==> src/rtl/rf_pkg.sv <==
// rtl/rf_pkg.sv - register file widths and writeback arbiter state encoding
package rf_pkg;

  localparam int XLEN  = 32;
  localparam int AW    = 5;
  localparam int NREGS = 32;

  // One-hot over two bits so a corrupted state register has somewhere to recover from
  typedef enum logic [1:0] {
    S_INIT = 2'b01,
    S_RUN  = 2'b10
  } state_t;

endpackage

==> src/rtl/rf_wb_prio.sv <==
// rtl/rf_wb_prio.sv - LSU-first writeback grant with a saturating ALU aging counter
module rf_wb_prio #(
  parameter int MAX_WAIT = 4
) (
  input  logic clk,
  input  logic rst_n,
  input  logic run,
  input  logic alu_valid,
  input  logic lsu_valid,
  output logic alu_ready,
  output logic lsu_ready
);

  localparam int CW = (MAX_WAIT < 1) ? 1 : $clog2(MAX_WAIT + 1);

  logic [CW-1:0] wait_cnt;
  logic          starved;

  assign starved = alu_valid && (wait_cnt == CW'(MAX_WAIT));

  always_comb begin
    alu_ready = 1'b0;
    lsu_ready = 1'b0;
    if (run) begin
      if (starved) begin
        alu_ready = 1'b1;
      end else begin
        lsu_ready = 1'b1;
        alu_ready = !lsu_valid;
      end
    end
  end

  // Ages only while the ALU is actually waiting; any ALU win or idle cycle restarts it
  always_ff @(posedge clk or negedge rst_n) begin
    if (!rst_n) begin
      wait_cnt <= '0;
    end else if (!run || !alu_valid || alu_ready) begin
      wait_cnt <= '0;
    end else if (wait_cnt != CW'(MAX_WAIT)) begin
      wait_cnt <= wait_cnt + 1'b1;
    end
  end

endmodule

==> src/rtl/rf_wb_arbiter.sv <==
// rtl/rf_wb_arbiter.sv - zero-sweeps reg_file after reset, then arbitrates ALU/LSU writebacks
module rf_wb_arbiter
  import rf_pkg::*;
#(
  parameter int XLEN     = rf_pkg::XLEN,
  parameter int AW       = rf_pkg::AW,
  parameter int NREGS    = rf_pkg::NREGS,
  parameter int MAX_WAIT = 4
) (
  input  logic            clk,
  input  logic            rst_n,
  input  logic            alu_valid,
  output logic            alu_ready,
  input  logic [AW-1:0]   alu_rd_addr,
  input  logic [XLEN-1:0] alu_rd_data,
  input  logic            lsu_valid,
  output logic            lsu_ready,
  input  logic [AW-1:0]   lsu_rd_addr,
  input  logic [XLEN-1:0] lsu_rd_data,
  output logic            reg_write,
  output logic [AW-1:0]   rd_addr,
  output logic [XLEN-1:0] rd_data,
  output logic            init_done
);

  localparam logic [AW-1:0] LAST_REG = AW'(NREGS - 1);

  state_t          state_q, state_d;
  logic [AW-1:0]   sweep_q, sweep_d;
  logic            wr_en_d;
  logic [AW-1:0]   addr_d;
  logic [XLEN-1:0] data_d;
  logic            done_d;
  logic            run;
  logic            alu_acc;
  logic            lsu_acc;

  assign run     = (state_q == S_RUN);
  assign alu_acc = alu_valid && alu_ready;
  assign lsu_acc = lsu_valid && lsu_ready;

  rf_wb_prio #(
    .MAX_WAIT (MAX_WAIT)
  ) u_prio (
    .clk       (clk),
    .rst_n     (rst_n),
    .run       (run),
    .alu_valid (alu_valid),
    .lsu_valid (lsu_valid),
    .alu_ready (alu_ready),
    .lsu_ready (lsu_ready)
  );

  always_comb begin
    state_d = state_q;
    sweep_d = sweep_q;
    wr_en_d = 1'b0;
    addr_d  = rd_addr;
    data_d  = rd_data;
    done_d  = init_done;
    case (state_q)
      S_INIT: begin
        wr_en_d = 1'b1;
        addr_d  = sweep_q;
        data_d  = '0;
        done_d  = 1'b0;
        // Stop on the last register rather than incrementing, so the counter never wraps
        if (sweep_q == LAST_REG) begin
          state_d = S_RUN;
          done_d  = 1'b1;
        end else begin
          sweep_d = sweep_q + 1'b1;
        end
      end
      S_RUN: begin
        // x0 is hardwired: the handshake completes but nothing reaches reg_file
        if (lsu_acc) begin
          if (lsu_rd_addr != '0) begin
            wr_en_d = 1'b1;
            addr_d  = lsu_rd_addr;
            data_d  = lsu_rd_data;
          end
        end else if (alu_acc) begin
          if (alu_rd_addr != '0) begin
            wr_en_d = 1'b1;
            addr_d  = alu_rd_addr;
            data_d  = alu_rd_data;
          end
        end
      end
      default: begin
        state_d = S_INIT;
        sweep_d = AW'(1);
        done_d  = 1'b0;
      end
    endcase
  end

  always_ff @(posedge clk or negedge rst_n) begin
    if (!rst_n) begin
      state_q   <= S_INIT;
      sweep_q   <= AW'(1);
      reg_write <= 1'b0;
      rd_addr   <= '0;
      rd_data   <= '0;
      init_done <= 1'b0;
    end else begin
      state_q   <= state_d;
      sweep_q   <= sweep_d;
      reg_write <= wr_en_d;
      rd_addr   <= addr_d;
      rd_data   <= data_d;
      init_done <= done_d;
    end
  end

endmodule

==> config.mk <==
export PLATFORM = sky130hd
export DESIGN_NAME = rf_wb_arbiter
export DESIGN_NICKNAME = d
export VERILOG_FILES = /design/src/rtl/rf_pkg.sv /design/src/rtl/rf_wb_prio.sv /design/src/rtl/rf_wb_arbiter.sv
export SDC_FILE = /design/constraint.sdc
export NUM_CORES = 1
export LEC_CHECK = 0
export CORE_ASPECT_RATIO = 1.25
export CORE_UTILIZATION = 68
export DETAILED_ROUTE_END_ITERATION = 8
export DONT_BUFFER_PORTS = 1
export GPL_TIMING_DRIVEN = 1
export PLACE_DENSITY = 0.84
export SETUP_SLACK_MARGIN = 0.2
export SLEW_MARGIN = 10
export SYNTH_ARGS = -nofsm -noshare
export SYNTH_HDL_FRONTEND = slang
export SYNTH_HIERARCHICAL = 1
export SYNTH_SLANG_ARGS = --single-unit
==> constraint.sdc <==
create_clock -name clk -period 4.8 [get_ports clk]
set_clock_uncertainty 0.2 [all_clocks]
set_input_delay 0.96 -clock clk [delete_from_list [all_inputs] [get_ports clk]]
set_output_delay 0.96 -clock clk [all_outputs]
set_load 0.1 [all_outputs]
**After elaboration in Yosys (flattened, before gate mapping)**

Cells that the tools add are included.

- Output and inout bits: 41
- Logic and storage cells: 62
- Bits in registers: 49
- Bits of input ports: 78

- Bitwise logic cells: 1
- Equal/unequal tests: 10
- Mux-type cells: 27
- Reduce and logical (&&, ||, !) cells: 15
- Add/subtract/negate cells: 2

Operator list:

| kind | number |
|---|---|
| $mux 32 | 4 |
| $pmux 32 s2 | 1 |
| $mux 5 | 5 |
| $pmux 5 s2 | 2 |
| $ne 3x3->1 const B | 4 |
| $reduce_bool 5->1 | 2 |
| $mux 1 | 9 |
| $mux 3 | 2 |
| $add 5x1->5 const B | 1 |
| $eq 5x5->1 const B | 1 |
| $ne 2x2->1 const B | 2 |
| $pmux 1 s2 | 2 |
| $pmux 2 s2 | 1 |
| $reduce_and 2->1 | 2 |
| $reduce_and 4->1 | 1 |
| $reduce_bool 2->1 | 2 |
| $add 3x1->3 const B | 1 |
| $eq 3x3->1 const B | 1 |
| $logic_and 1x1->1 | 3 |
| $logic_not 1->1 | 3 |
| $eq 2x1->1 const B | 1 |
| $eq 2x2->1 const B | 1 |
| $logic_or 1x1->1 | 2 |
| $mux 2 | 1 |
| $not 1->1 | 1 |

**Depth between registers and ports, before layout**

- Word-level depth: 8
- Mapped depth: 10

**Hierarchy**

Netlist, hierarchy kept.

By module, submodules not included:

| module | times used | cells an instance | area an instance (um^2) |
|---|---|---|---|
| rf_wb_arbiter | 1 | 261 | 2567.5 |
| rf_wb_prio | 1 | 17 | 173.9 |

**Least setup slack after synthesis**

OpenSTA, ideal clock, no wires.

- Path kind: input to register
- Start: input port alu_valid
- End: register rd_addr[0]
- Path buffers: 2
- Data arrival time: 4.473 ns
- Library setup time: 0.126 ns
- Setup slack: 0.001 ns
- Stages on the path: 8
- Required time: 4.474 ns
- Path through: nand3_1 -> a21boi_0 -> nand2_1 -> a211oi_1 -> o31a_1 -> buf_6 -> buf_12 -> mux2_4

- Cells in the longest elaborated chain, start to end: 6
- Elaborated cells between the ends (all ways): 13
- Those cells by class: eq/ne (3); mux (6); reduce/logical (4)

Ends and longest elaborated chain:

| element | RTL line | source |
|---|---|---|
| start: declaration | rf_wb_arbiter.sv:12 | `input logic alu_valid,` |
| $logic_and 1x1->1 | rf_wb_prio.sv:19 | `assign starved = alu_valid && (wait_cnt == CW'(MAX_WAIT));` |
| $mux 1 | rf_wb_prio.sv:25 | `if (starved) begin` |
| $mux 1 | rf_wb_prio.sv:24 | `if (run) begin` |
| named net alu_ready | rf_wb_arbiter.sv:13 | `output logic alu_ready,` |
| $logic_and 1x1->1 | rf_wb_arbiter.sv:39 | `assign alu_acc = alu_valid && alu_ready;` |
| $ne 3x3->1 (no source line) | - |  |
| $reduce_and 4->1 (no source line) | - |  |
| end signal: assignment | rf_wb_arbiter.sv:111 | `rd_addr <= addr_d;` |
| end: declaration | rf_wb_arbiter.sv:21 | `output logic [AW-1:0] rd_addr,` |

The timed path passes the listed nets, and every way through them passes these cells.
A chain may end at the register's enable or synchronous reset.

**Worst setup path after layout**

- Start: register state_q[0]
- End: register rd_data[20]

- Cells in the longest elaborated chain, start to end: 5
- Elaborated cells between the ends (all ways): 13
- Those cells by class: eq/ne (5); mux (4); reduce/logical (4)

Ends and longest elaborated chain:

| element | RTL line | source |
|---|---|---|
| start: declaration | rf_wb_arbiter.sv:28 | `state_t state_q, state_d;` |
| start signal: assignment | rf_wb_arbiter.sv:108 | `state_q <= state_d;` |
| $eq 2x2->1 * | rf_wb_arbiter.sv:38 | `assign run = (state_q == S_RUN);` |
| named net run | rf_wb_arbiter.sv:34 | `logic run;` |
| $mux 1 | rf_wb_prio.sv:24 |  |
| $logic_and 1x1->1 (on tied branches) | rf_wb_arbiter.sv:40, rf_wb_arbiter.sv:39 |  |
| $ne 3x3->1 (no source line) or $mux 32 (tied branches) | - |  |
| $reduce_and 4->1 (no source line) or $pmux 32 s2 (tied branches) | - |  |
| end signal: assignment | rf_wb_arbiter.sv:112 | `rd_data <= data_d;` |
| end: declaration | rf_wb_arbiter.sv:22 | `output logic [XLEN-1:0] rd_data,` |

The timed path passes the listed nets; every way through them passes the cells marked *.

==> impl_metrics.env <==
export IMPL_outcome="finished clean"
export IMPL_worst_setup_path_type="flip-flop to flip-flop"
export IMPL_drt_initial_drc_count=92
export IMPL_slew_viol_final=0
export IMPL_worst_pin_slew_ns=0.956
export IMPL_cp_start_kind="flip-flop"
export IMPL_endpoint="rd_data[20]"
export IMPL_placed_cell_area_sq_mm=0.00274
export IMPL_hold_class="input port to asynchronous set/reset pin"
export IMPL_max_cap_violations=0
export IMPL_grt_max_degree=50
export IMPL_yosysSeqAreaShare_pct=44.8
export IMPL_die_h_um=73.0
export IMPL_fin_crit_ns=3.75
export IMPL_seq_power_share_pct=65.7
export IMPL_ant_nets=0
export IMPL_initial_core_util_pct=71.8
export IMPL_setup_viol=0
export IMPL_post_cts_buffers=0
export IMPL_nets=357
export IMPL_rr_worst_depth=10
export IMPL_cts_root_buf="clkbuf_8"
export IMPL_syn_area_per_cell_sq_um=9.86
export IMPL_die_w_um=58.8
export IMPL_max_freq_mhz=267
export IMPL_finalPower_uw=1240
export IMPL_die_area_sq_mm=0.00429
export IMPL_via_count=1980
export IMPL_slew_headroom_pct=36.3
export IMPL_rsz0062_at_grt="false"
export IMPL_cts_resized=0
export IMPL_power_switching_uw=553
export IMPL_drc=0
export IMPL_finalHoldViolCount=0
export IMPL_intPower_uw=687
export IMPL_ios=119
export IMPL_r2r_start="state_q[0]"
export IMPL_sw_frac_of_total_pct=44.6
export IMPL_design_core_area_sq_mm=0.00382
export IMPL_synthesis_nets=362
export IMPL_crit_path_max_fanout=38
export IMPL_htreeDepth=2
export IMPL_clk_pin_slew_ns=0.09
export IMPL_yosys_cell_types_count=34
export IMPL_endpoint_kind="flip-flop"
export IMPL_placementRows=25
export IMPL_min_period_over_period_pct=78.1
export IMPL_cts_buffer_depth=2
export IMPL_crit_start="state_q[0]"
export IMPL_design_area_sq_mm=0.00286
export IMPL_clk_latency_ns=0.29
export IMPL_cts_sinks=49
export IMPL_cts_tree="yes"
export IMPL_vdd_ir_drop_max_mv=0.282
export IMPL_num_antenna_cells=0
export IMPL_wl_per_cell_um=16.1
export IMPL_gp_congestion=0.769
export IMPL_crit_required_ns=4.79
export IMPL_grt_pass1_vias=1792
export IMPL_area_growth_pct=4.15
export IMPL_grt_first_pass_wirelength_um=8110
export IMPL_numCtsBuffers=5
export IMPL_rrSetupSlack_ns=1.05
export IMPL_drt_wl_total_um=5290
export IMPL_p_leak_uw=0.00133
export IMPL_drive_above_1_share_pct=20.4
export IMPL_hpwl_um=3770
export IMPL_first_pass_iters=4
export IMPL_synth_area_sq_mm=0.00274
export IMPL_power_density_mw_per_mm2=435
export IMPL_rr_endpoint="rd_data[20]"
export IMPL_ctsHoldBuffers=0
export IMPL_worst_ep_arrival_time_ns=3.74
export IMPL_antenna_found_initial=0
export IMPL_p_comb_share_pct=11.0
export IMPL_tns_ns=0
export IMPL_io_buffers=0
export IMPL_syn_inst=278
export IMPL_synth_seq_cells=49
export IMPL_via_per_inst=6.04
export IMPL_yosys_warnings=6
export IMPL_p_clk_share_pct=23.4
export IMPL_gr_usage_all_layers_pct=25.1
export IMPL_overflow=0
power by group through the flow:
stage                     logic, uW  clock network [uW]  registers (uW)
after floorplan                 127                   0             811
after global placement          131                   0             822
after detailed placement        137                   0             823
after CTS                       137                 298             815
after global routing            148                 311             820
final                           136                 290             815
flip-flops by register name, indices dropped and copies added (netlist names):
name / cells
reg_write: 1
sweep_q: 5
rd_data: 32
rd_addr: 5
init_done: 1
u_prio/wait_cnt: 3
state_q: 2
final cells by class:
cell class,count,area [sq um]
repair buffers,5,50.0
flip-flops and latches,49,1230
well taps,54,67.6
inverters,9,33.8
clock buffers,6,72.6
multi-input cells,203,1360
fillers,296,961
clock inverters,2,38.8
Yosys cell counts:
cell type,instances,area (sq um)
o22a_1,1,8.76
o21ai_0,5,25.0
buf_6,1,11.3
mux2_4,30,450
and2_1,2,12.5
nor3_1,2,10.0
inv_2,1,3.75
a21oi_1,36,180
buf_12,3,60.1
nor4_2,1,12.5
nor2_1,7,26.3
nand2_1,82,308
inv_1,8,30.0
a22oi_1,1,7.51
nand4b_1,1,8.76
a32o_1,1,10.0
or3b_1,1,8.76
mux2i_1,1,10.0
nand3_1,2,10.0
buf_1,2,7.51
dfrtp_1,47,1180
ha_1,6,75.1
mux2_2,7,78.8
o31a_1,1,8.76
a211oi_1,3,22.5
dfstp_2,2,52.6
o22ai_1,1,6.26
a31oi_1,6,37.5
nor2b_1,2,12.5
a21oi_2,1,8.76
and3_1,1,6.26
a21boi_0,1,7.51
nand2b_1,1,6.26
clkbuf_1,11,41.3
worst min path at each step:
stage | from | to | cells after the start
floorplan | u_prio/wait_cnt[0] | u_prio/wait_cnt[0] | 1
global placement | u_prio/wait_cnt[0] | u_prio/wait_cnt[0] | 1
detailed placement | u_prio/wait_cnt[0] | u_prio/wait_cnt[0] | 1
CTS | rst_n | rd_data[11] | 0
global route | rst_n | rd_data[2] | 0
finish | rst_n | rd_data[15] | 0
logic make-up after synthesis:
kind of cell             count (synthesis)  share of synthesized area, %
AND/OR/NAND/NOR                        102                          15.4
AO/OA/AOI/OAI                           57                          11.8
flip-flops                              49                          44.8
multiplexers                            38                          19.7
buffers and inverters                   26                          5.61
adder cells (fa/ha/maj)                  6                          2.74
metal layers:
layer	global-route usage (%)	wire, um	vias up	part of all wire [%]
li1	-	-	928	-
met1	34.0	2260	945	43
met2	39.4	2500	99	47
met3	6.56	466	8	8.8
met4	7.94	72	0	1.4
met5	0	0	-	0
layout by cell type (no fill, tap or decap), types with 3 or more instances in the layout:
master	n
nor2_1	7
clkbuf_8	5
mux2_2	7
a21oi_1	36
buf_4	4
a211oi_1	3
o21ai_0	5
mux2_4	30
a31oi_1	6
nand2_1	82
ha_1	6
dfrtp_1	47
inv_1	8
worst max-delay path, stage by stage, from the launching register on:
cell and delay, ns:
dfstp_2 0.38, inv_1 0.06, ha_1 0.66, and2_1 0.23, buf_4 0.29, nand2_1 0.10
buf_4 0.26, a21oi_1 0.22, o31a_2 0.58, buf_12 0.27, mux2_2 0.35
per-stage QoR:
| stage | setup WS [ns] | hold slack (ns) | utilization [%] | instances |
|---|---|---|---|---|
| 6_report | 1.05 | 0.146 | 74.8 | 328 |
| 2_1_floorplan | 0.790 | 0.233 | - | 278 |
| 3_3_place_gp | 1.22 | 0.249 | 71.9 | 320 |
| 3_5_place_dp | 1.08 | 0.273 | 71.9 | 320 |
| 4_1_cts | 1.08 | 0.135 | 74.8 | 328 |
| 5_1_grt | 0.893 | 0.125 | 74.8 | 328 |
Note: power is estimated with default switching activity, not from simulation.
